==> config.mk <==
export PLATFORM = sky130hd
export DESIGN_NAME = history_buffer
export DESIGN_NICKNAME = d
export VERILOG_FILES = /design/src/rtl/history_buffer.sv
export SDC_FILE = /design/constraint.sdc
export NUM_CORES = 2
export LEC_CHECK = 0
export CAP_MARGIN = 40
export CORE_UTILIZATION = 35
export CTS_CLUSTER_SIZE = 24
export DETAILED_ROUTE_END_ITERATION = 12
export MAX_ROUTING_LAYER = met4
export PLACE_DENSITY_LB_ADDON = 0.08
export SLEW_MARGIN = 20
export SYNTH_ARGS = -nofsm -noshare
export SYNTH_HDL_FRONTEND = slang
export SYNTH_SLANG_ARGS = --single-unit
export TNS_END_PERCENT = 5
==> constraint.sdc <==
create_clock -name clk_i -period 12.3 [get_ports clk_i]
set_input_delay 3.69 -clock clk_i [delete_from_list [all_inputs] [get_ports clk_i]]
set_output_delay 3.69 -clock clk_i [all_outputs]
set_load 0.05 [all_outputs]
==> src/rtl/history_buffer.sv <==
// Precise-exception history buffer: in-order retire; rollback of old register values from newest to oldest, then a one-cycle exception report.
// Strobes are registered one cycle after their cause; decode backpressure via alloc_ready_o/stall_decode_o. Optional HF_RETIRE_TRACE_EN adds a retire trace port.
module history_buffer #(
  parameter int DEPTH  = 16,
  parameter int IDX_W  = 4,
  parameter int XLEN   = 32,
  parameter int REG_W  = 5,
  parameter int NUM_WB = 2
) (
  input  logic                    clk_i,
  input  logic                    rsn_i,
  input  logic                    alloc_valid_i,
  output logic                    alloc_ready_o,
  output logic [IDX_W-1:0]        alloc_tag_o,
  input  logic [XLEN-1:0]         alloc_pc_i,
  input  logic [REG_W-1:0]        alloc_dest_reg_i,
  input  logic [XLEN-1:0]         alloc_old_value_i,
  input  logic [NUM_WB-1:0]       wb_valid_i,
  input  logic [NUM_WB*IDX_W-1:0] wb_tag_i,
  input  logic [NUM_WB*XLEN-1:0]  wb_exc_i,
  input  logic [NUM_WB*XLEN-1:0]  wb_mtval_i,
  output logic                    stall_decode_o,
  output logic                    kill_instr_o,
  output logic                    rec_write_en_o,
  output logic [REG_W-1:0]        rec_dest_reg_o,
  output logic [XLEN-1:0]         rec_dest_reg_value_o,
  output logic                    exc_occured_o,
  output logic [XLEN-1:0]         exc_mepc_o,
  output logic [XLEN-1:0]         exc_mcause_o,
  output logic [XLEN-1:0]         exc_mtval_o,
  output logic [IDX_W:0]          count_o
`ifdef HF_RETIRE_TRACE_EN
  ,
  output logic                    retire_valid_o,
  output logic [XLEN-1:0]         retire_pc_o
`endif
);

  typedef enum logic [1:0] {S_IDLE, S_RECOVER, S_REPORT} state_t;

  typedef struct packed {
    logic [XLEN-1:0]  pc;
    logic [REG_W-1:0] dest;
    logic [XLEN-1:0]  old_value;
    logic [XLEN-1:0]  exc;
    logic [XLEN-1:0]  mtval;
  } entry_t;

  localparam logic [IDX_W:0]   FULL_CNT = (IDX_W+1)'(DEPTH);
  localparam logic [IDX_W-1:0] IDX_ONE  = IDX_W'(1);

  state_t           r_state, w_state_nxt;
  logic [IDX_W-1:0] r_head, r_tail, r_rp, w_rp_nxt;
  logic [IDX_W:0]   r_count;
  logic [DEPTH-1:0] r_valid, r_done;
  entry_t           r_ent [DEPTH];

  logic             r_kill, r_rec_we, r_exc;
  logic [REG_W-1:0] r_rec_dest;
  logic [XLEN-1:0]  r_rec_val, r_mepc, r_mcause, r_mtval;
  logic             w_kill_nxt, w_rec_we_nxt, w_exc_nxt;
  logic [REG_W-1:0] w_rec_dest_nxt;
  logic [XLEN-1:0]  w_rec_val_nxt, w_mepc_nxt, w_mcause_nxt, w_mtval_nxt;

  logic             w_alloc, w_head_cmpl, w_retire, w_fault;
  logic [DEPTH-1:0] w_wb_hit;
  logic [XLEN-1:0]  w_wb_exc   [DEPTH];
  logic [XLEN-1:0]  w_wb_mtval [DEPTH];

  assign alloc_ready_o  = (r_state == S_IDLE) && (r_count != FULL_CNT);
  assign stall_decode_o = (r_state != S_IDLE) || (r_count == FULL_CNT);
  assign alloc_tag_o    = r_tail;
  assign count_o        = r_count;

  assign kill_instr_o         = r_kill;
  assign rec_write_en_o       = r_rec_we;
  assign rec_dest_reg_o       = r_rec_dest;
  assign rec_dest_reg_value_o = r_rec_val;
  assign exc_occured_o        = r_exc;
  assign exc_mepc_o           = r_mepc;
  assign exc_mcause_o         = r_mcause;
  assign exc_mtval_o          = r_mtval;

  assign w_alloc     = alloc_valid_i && alloc_ready_o;
  assign w_head_cmpl = (r_state == S_IDLE) && r_valid[r_head] && r_done[r_head];
  assign w_retire    = w_head_cmpl && (r_ent[r_head].exc == '0);
  assign w_fault     = w_head_cmpl && (r_ent[r_head].exc != '0);

  // Channels scanned high to low so the lowest-index hit is the one that sticks.
  always_comb begin
    w_wb_hit = '0;
    for (int i = 0; i < DEPTH; i++) begin
      w_wb_exc[i]   = '0;
      w_wb_mtval[i] = '0;
      for (int k = NUM_WB - 1; k >= 0; k--) begin
        if ((r_state == S_IDLE) && wb_valid_i[k] && r_valid[i] && !r_done[i] &&
            (wb_tag_i[k*IDX_W +: IDX_W] == IDX_W'(i))) begin
          w_wb_hit[i]   = 1'b1;
          w_wb_exc[i]   = wb_exc_i[k*XLEN +: XLEN];
          w_wb_mtval[i] = wb_mtval_i[k*XLEN +: XLEN];
        end
      end
    end
  end

  always_comb begin
    w_state_nxt    = r_state;
    w_rp_nxt       = r_rp;
    w_kill_nxt     = 1'b0;
    w_rec_we_nxt   = 1'b0;
    w_rec_dest_nxt = '0;
    w_rec_val_nxt  = '0;
    w_exc_nxt      = 1'b0;
    w_mepc_nxt     = '0;
    w_mcause_nxt   = '0;
    w_mtval_nxt    = '0;
    unique case (r_state)
      S_IDLE: begin
        if (w_fault) begin
          w_state_nxt = S_RECOVER;
          w_rp_nxt    = r_tail - IDX_ONE;
          w_kill_nxt  = 1'b1;
        end
      end
      S_RECOVER: begin
        w_rec_we_nxt   = 1'b1;
        w_rec_dest_nxt = r_ent[r_rp].dest;
        w_rec_val_nxt  = r_ent[r_rp].old_value;
        if (r_rp == r_head) w_state_nxt = S_REPORT;
        else                w_rp_nxt    = r_rp - IDX_ONE;
      end
      S_REPORT: begin
        w_exc_nxt    = 1'b1;
        w_mepc_nxt   = r_ent[r_head].pc;
        w_mcause_nxt = r_ent[r_head].exc;
        w_mtval_nxt  = r_ent[r_head].mtval;
        w_state_nxt  = S_IDLE;
      end
      default: w_state_nxt = S_IDLE;
    endcase
  end

  always_ff @(posedge clk_i or negedge rsn_i) begin
    if (!rsn_i) begin
      r_state    <= S_IDLE;
      r_rp       <= '0;
      r_head     <= '0;
      r_tail     <= '0;
      r_count    <= '0;
      r_valid    <= '0;
      r_done     <= '0;
      r_kill     <= 1'b0;
      r_rec_we   <= 1'b0;
      r_rec_dest <= '0;
      r_rec_val  <= '0;
      r_exc      <= 1'b0;
      r_mepc     <= '0;
      r_mcause   <= '0;
      r_mtval    <= '0;
    end else begin
      r_state    <= w_state_nxt;
      r_rp       <= w_rp_nxt;
      r_kill     <= w_kill_nxt;
      r_rec_we   <= w_rec_we_nxt;
      r_rec_dest <= w_rec_dest_nxt;
      r_rec_val  <= w_rec_val_nxt;
      r_exc      <= w_exc_nxt;
      r_mepc     <= w_mepc_nxt;
      r_mcause   <= w_mcause_nxt;
      r_mtval    <= w_mtval_nxt;
      if (r_state == S_REPORT) begin
        r_valid <= '0;
        r_done  <= '0;
        r_head  <= '0;
        r_tail  <= '0;
        r_count <= '0;
      end else begin
        // Bulk done update first; per-slot alloc/retire writes below take precedence.
        r_done <= r_done | w_wb_hit;
        if (w_alloc) begin
          r_valid[r_tail] <= 1'b1;
          r_done[r_tail]  <= 1'b0;
          r_tail          <= r_tail + IDX_ONE;
        end
        if (w_retire) begin
          r_valid[r_head] <= 1'b0;
          r_done[r_head]  <= 1'b0;
          r_head          <= r_head + IDX_ONE;
        end
        r_count <= r_count + {{IDX_W{1'b0}}, w_alloc} - {{IDX_W{1'b0}}, w_retire};
      end
    end
  end

  always_ff @(posedge clk_i) begin
    if (w_alloc) begin
      r_ent[r_tail].pc        <= alloc_pc_i;
      r_ent[r_tail].dest      <= alloc_dest_reg_i;
      r_ent[r_tail].old_value <= alloc_old_value_i;
      r_ent[r_tail].exc       <= '0;
      r_ent[r_tail].mtval     <= '0;
    end
    for (int i = 0; i < DEPTH; i++) begin
      if (w_wb_hit[i]) begin
        r_ent[i].exc   <= w_wb_exc[i];
        r_ent[i].mtval <= w_wb_mtval[i];
      end
    end
  end

`ifdef HF_RETIRE_TRACE_EN
  logic            r_ret_vld;
  logic [XLEN-1:0] r_ret_pc;

  always_ff @(posedge clk_i or negedge rsn_i) begin
    if (!rsn_i) begin
      r_ret_vld <= 1'b0;
      r_ret_pc  <= '0;
    end else begin
      r_ret_vld <= w_retire;
      r_ret_pc  <= w_retire ? r_ent[r_head].pc : '0;
    end
  end

  assign retire_valid_o = r_ret_vld;
  assign retire_pc_o    = r_ret_pc;
`endif

endmodule

==> run_results.csv <==
group,metric,value,unit
run_status,outcome,"complete, no violations",
critical_path,r2r_cells,20,
global_route,met3_usage,0.0411,
floorplan,core_area,288000,um2
yosys,mappedNetlistNets,7205,
critical_path,crit_path_start_kind,"primary input",
sta,worst_slew_pin_slew,953,ps
clocking,h-tree-depth,5,
sta,hold_violations,0,
clocking,path_clk_slew,50,ps
layout,postLayoutCellArea,121000,um2
route,first_iter_violations,6742,
global_route,met2_usage,0.422,
yosys,synth-compound-area-share,0.0706,
place,io_buffers,356,
global_route,grt_pass1_wl,521,mm
critical_path,slowest_stage,"clkdlybuf4s50_1",
route,drc,0,
floorplan,rows,197,
yosys,synth_edf_count,2128,
sta,period_minus_slack,7000,ps
power,p_leak,40.1,nW
yosys,synth_fa_ha_area_frac,0.00205,
yosys,synth_top_family_by_area,"multiplexers",
critical_path,critPathCaptureType,"flop",
route,dr.pass1.iters,8,
power,ir_worst_vdd,0.129,mV
yosys,syn_area,102000,um2
clocking,cts_tree,"done",
clocking,root_buffer,"clkbuf_16",
global_route,use_met1,0.327,
clocking,clockBufferDepth,4,
route,wl,372,mm
critical_path,cp_top_family,"buffers and inverters",
yosys,synth_flop_cell,"edfxtp_1",
floorplan,dieArea,292000,um2
clocking,insertion_delay,890,ps
route,post_drt_wl_per_cell,33.2,um
global_route,grt-busiest-layer,"met2",
sta,max_clock_freq,143,MHz
yosys,synth_xor_area_frac,0.00112,
yosys,async_reset_ff_frac,0.0808,
critical_path,cp_cell_sequence,"clkdlybuf4s50_1, nor2b_1, and3_1, and3_4, a31oi_4, o21ai_4, buf_4, buf_4",
place,dpl.hpwl,221,mm
layout,drive_gt1_frac,0.192,
global_route,grtUsageTotal,0.259,
floorplan,io_pins,357,
clocking,clkSinkCount,2315,
yosys,synth_cells,6979,
global_route,grt_max_degree,71,
sta,drv_slew,0,
sta,rsz0062_at_grt,"false",
sta,relSlewSlack,0.365,
clocking,cts_buffers,276,
yosys,synth.mux.area_fraction,0.142,
yosys,synthSimpleGateAreaFrac,0.0792,
layout,area_delta_synth_final,19.0,%
floorplan,die_width,541,um
critical_path,path_depth,8,
critical_path,criticalPathCategory,"primary input to flop",
critical_path,critPathArrivalTime,7490,ps
yosys,synth_seq_cells,2315,
place,place_area,111000,um2
hold_path,hold_class,"flop to flop",
job,drv_cap,0,
sta,fin_skew,41.6,ps
route,drt.antenna.violating_nets,0,
yosys,synth_cell_type_count,57,
global_route,grt_overflow,0,
critical_path,cp_common_cell,"buf_4",
floorplan,initial_core_util,0.352,
critical_path,cpPeakStageDelay,740,ps
floorplan,die_h,541,um
sta,finalSetupTns,0,ps
layout,fin_nets,7392,
critical_path,required,12790,ps
yosys,syn_area_per_cell,14.5,um2
route,num_vias,63900,
route,routed_via_density,5.70,
critical_path,crit_buf_inv,3,
clocking,ctsHoldBuffers,0,
place,gp_congestion,0.837,
critical_path,worstPathMaxFanout,37,
yosys,synth-seq-area-share,0.676,
clocking,cts_setup_buffers,0,
power,power_density,178,nW/um2
sta,fin_crit_sh,0.569,
yosys,yosysWarnings,0,
sta,setup_viol,0,
global_route,grt_pass1_vias,64600,
clocking,cts.repair.resized,0,
global_route,antenna_found_initial,46,
hold_path,whs_path_depth,2,
[flip-flops by register name, indices dropped and copies added, names as in the netlist, 2 cells and up]
name	flops
rec_dest_reg_value_o	32
alloc_tag_o	4
r_done	16
count_o	5
r_valid	16
exc_mepc_o	32
exc_mtval_o	32
r_ent	2128
r_state	2
rec_dest_reg_o	5
r_head	4
r_rp	4
exc_mcause_o	32
[routing by layer]
| metal | vias to the layer above | share of wire |
|---|---|---|
| li1 | 26700 | - |
| met1 | 33700 | 0.40 |
| met2 | 2825 | 0.49 |
| met3 | 645 | 0.070 |
| met4 | 0 | 0.040 |
| met5 | - | 0 |
[per-stage QoR]
step	hold WS [ps]	worst slack (ps)	utilization	std cells	total power [mW]
4_1_cts	566	5310	0.418	11200	21.7
5_1_grt	589	5210	0.419	11200	22.2
3_5_place_dp	557	4380	0.387	10700	13.4
6_report	566	5300	0.419	11200	21.5
2_1_floorplan	513	963	-	6979	11.8
3_3_place_gp	542	3730	0.378	10500	13.3
[cell families (layout without fill, tap and decap cells)]
family	after synthesis	in the layout
simple gates	1988	1988
other cells	0	35
compound gates	1222	1222
mux	640	640
fa+ha+maj	16	16
flops	2315	2315
xor+xnor	13	13
buf+inv	785	1193
[final cells by class]
| cell class | count | area [um2] |
|---|---|---|
| Antenna cell | 35 | 87.6 |
| Clock buffer | 374 | 7750 |
| Clock inverter | 125 | 1250 |
| Fill cell | 25700 | 167000 |
| Inverter | 35 | 139 |
| Multi-Input combinational cell | 3879 | 30600 |
| Sequential cell | 2315 | 68600 |
| Tap cell | 3781 | 4730 |
| Timing Repair Buffer | 659 | 7650 |
[worst min-delay path, stage by stage, from the launching register on]
cell	delay [ps]
dfrtp_1	390
inv_1	60
a2111oi_0	70
[synthesized netlist by cell type, types with 4 or more instances]
master | count | share of area
mux4_2 | 637 | 0.14
clkbuf_1 | 480 | 0.018
nand4_1 | 7 | 0.00043
nor4_1 | 11 | 0.00068
and3_1 | 11 | 0.00068
xor2_1 | 4 | 0.00035
edfxtp_1 | 2128 | 0.63
ha_1 | 15 | 0.0018
a41oi_1 | 4 | 0.00035
dfrtp_1 | 187 | 0.046
a22oi_1 | 64 | 0.0047
buf_1 | 238 | 0.0088
o21ai_0 | 30 | 0.0015
nor3_1 | 12 | 0.00059
nand2_1 | 1723 | 0.064
buf_2 | 23 | 0.0011
nand2b_1 | 10 | 0.00062
buf_6 | 5 | 0.00055
and2_1 | 109 | 0.0067
nor2_1 | 45 | 0.0017
xnor2_1 | 9 | 0.00078
o211ai_1 | 4 | 0.00030
a22o_1 | 192 | 0.017
nand3_1 | 18 | 0.00089
buf_4 | 4 | 0.00030
inv_1 | 34 | 0.0013
nor2b_1 | 20 | 0.0012
a21oi_1 | 882 | 0.043
o211a_1 | 11 | 0.0011
a31oi_1 | 23 | 0.0014
[final timing paths]
| path | slack, ps | startpoint | to |
|---|---|---|---|
| setup reg to reg | 6290 | r_head[1] | count_o[4] |
| hold / removal | 570 | r_done[11] | r_done[11] |
| setup / recovery | 5300 | wb_tag_i[1] | r_ent[6][52] |
| min in group asynchronous | 2780 | rsn_i | exc_mtval_o[8] |
| hold reg to reg | 570 | r_done[11] | r_done[11] |
| max in group asynchronous | 7580 | rsn_i | rec_dest_reg_value_o[3] |
[report_power, final]
group	total, mW	leakage, nW	internal, mW	switching, mW
sequential	9.61	21.6	9.31	0.300
combinational	3.61	14.0	1.40	2.21
clock	8.28	4.41	4.92	3.36
[layout by cell type (no fill, tap or decap), drive strengths merged, types with 8 or more instances in the layout]
cell type         n
o211a            11
nand2          1723
nand2b           10
mux4            637
nor2b            20
dfrtp           187
nand4             8
bufinv           24
nor3             13
clkinv           90
buf             302
o21ai            31
inv              44
a22oi            64
and2            109
diode            35
a22o            192
a21oi           882
clkbuf          377
nand3            18
a31oi            23
nor4             12
clkdlybuf4s50   354
edfxtp         2128
and3             11
ha               15
xnor2             9
nor2             45
No activity file was read; power rests on OpenSTA's default activity.
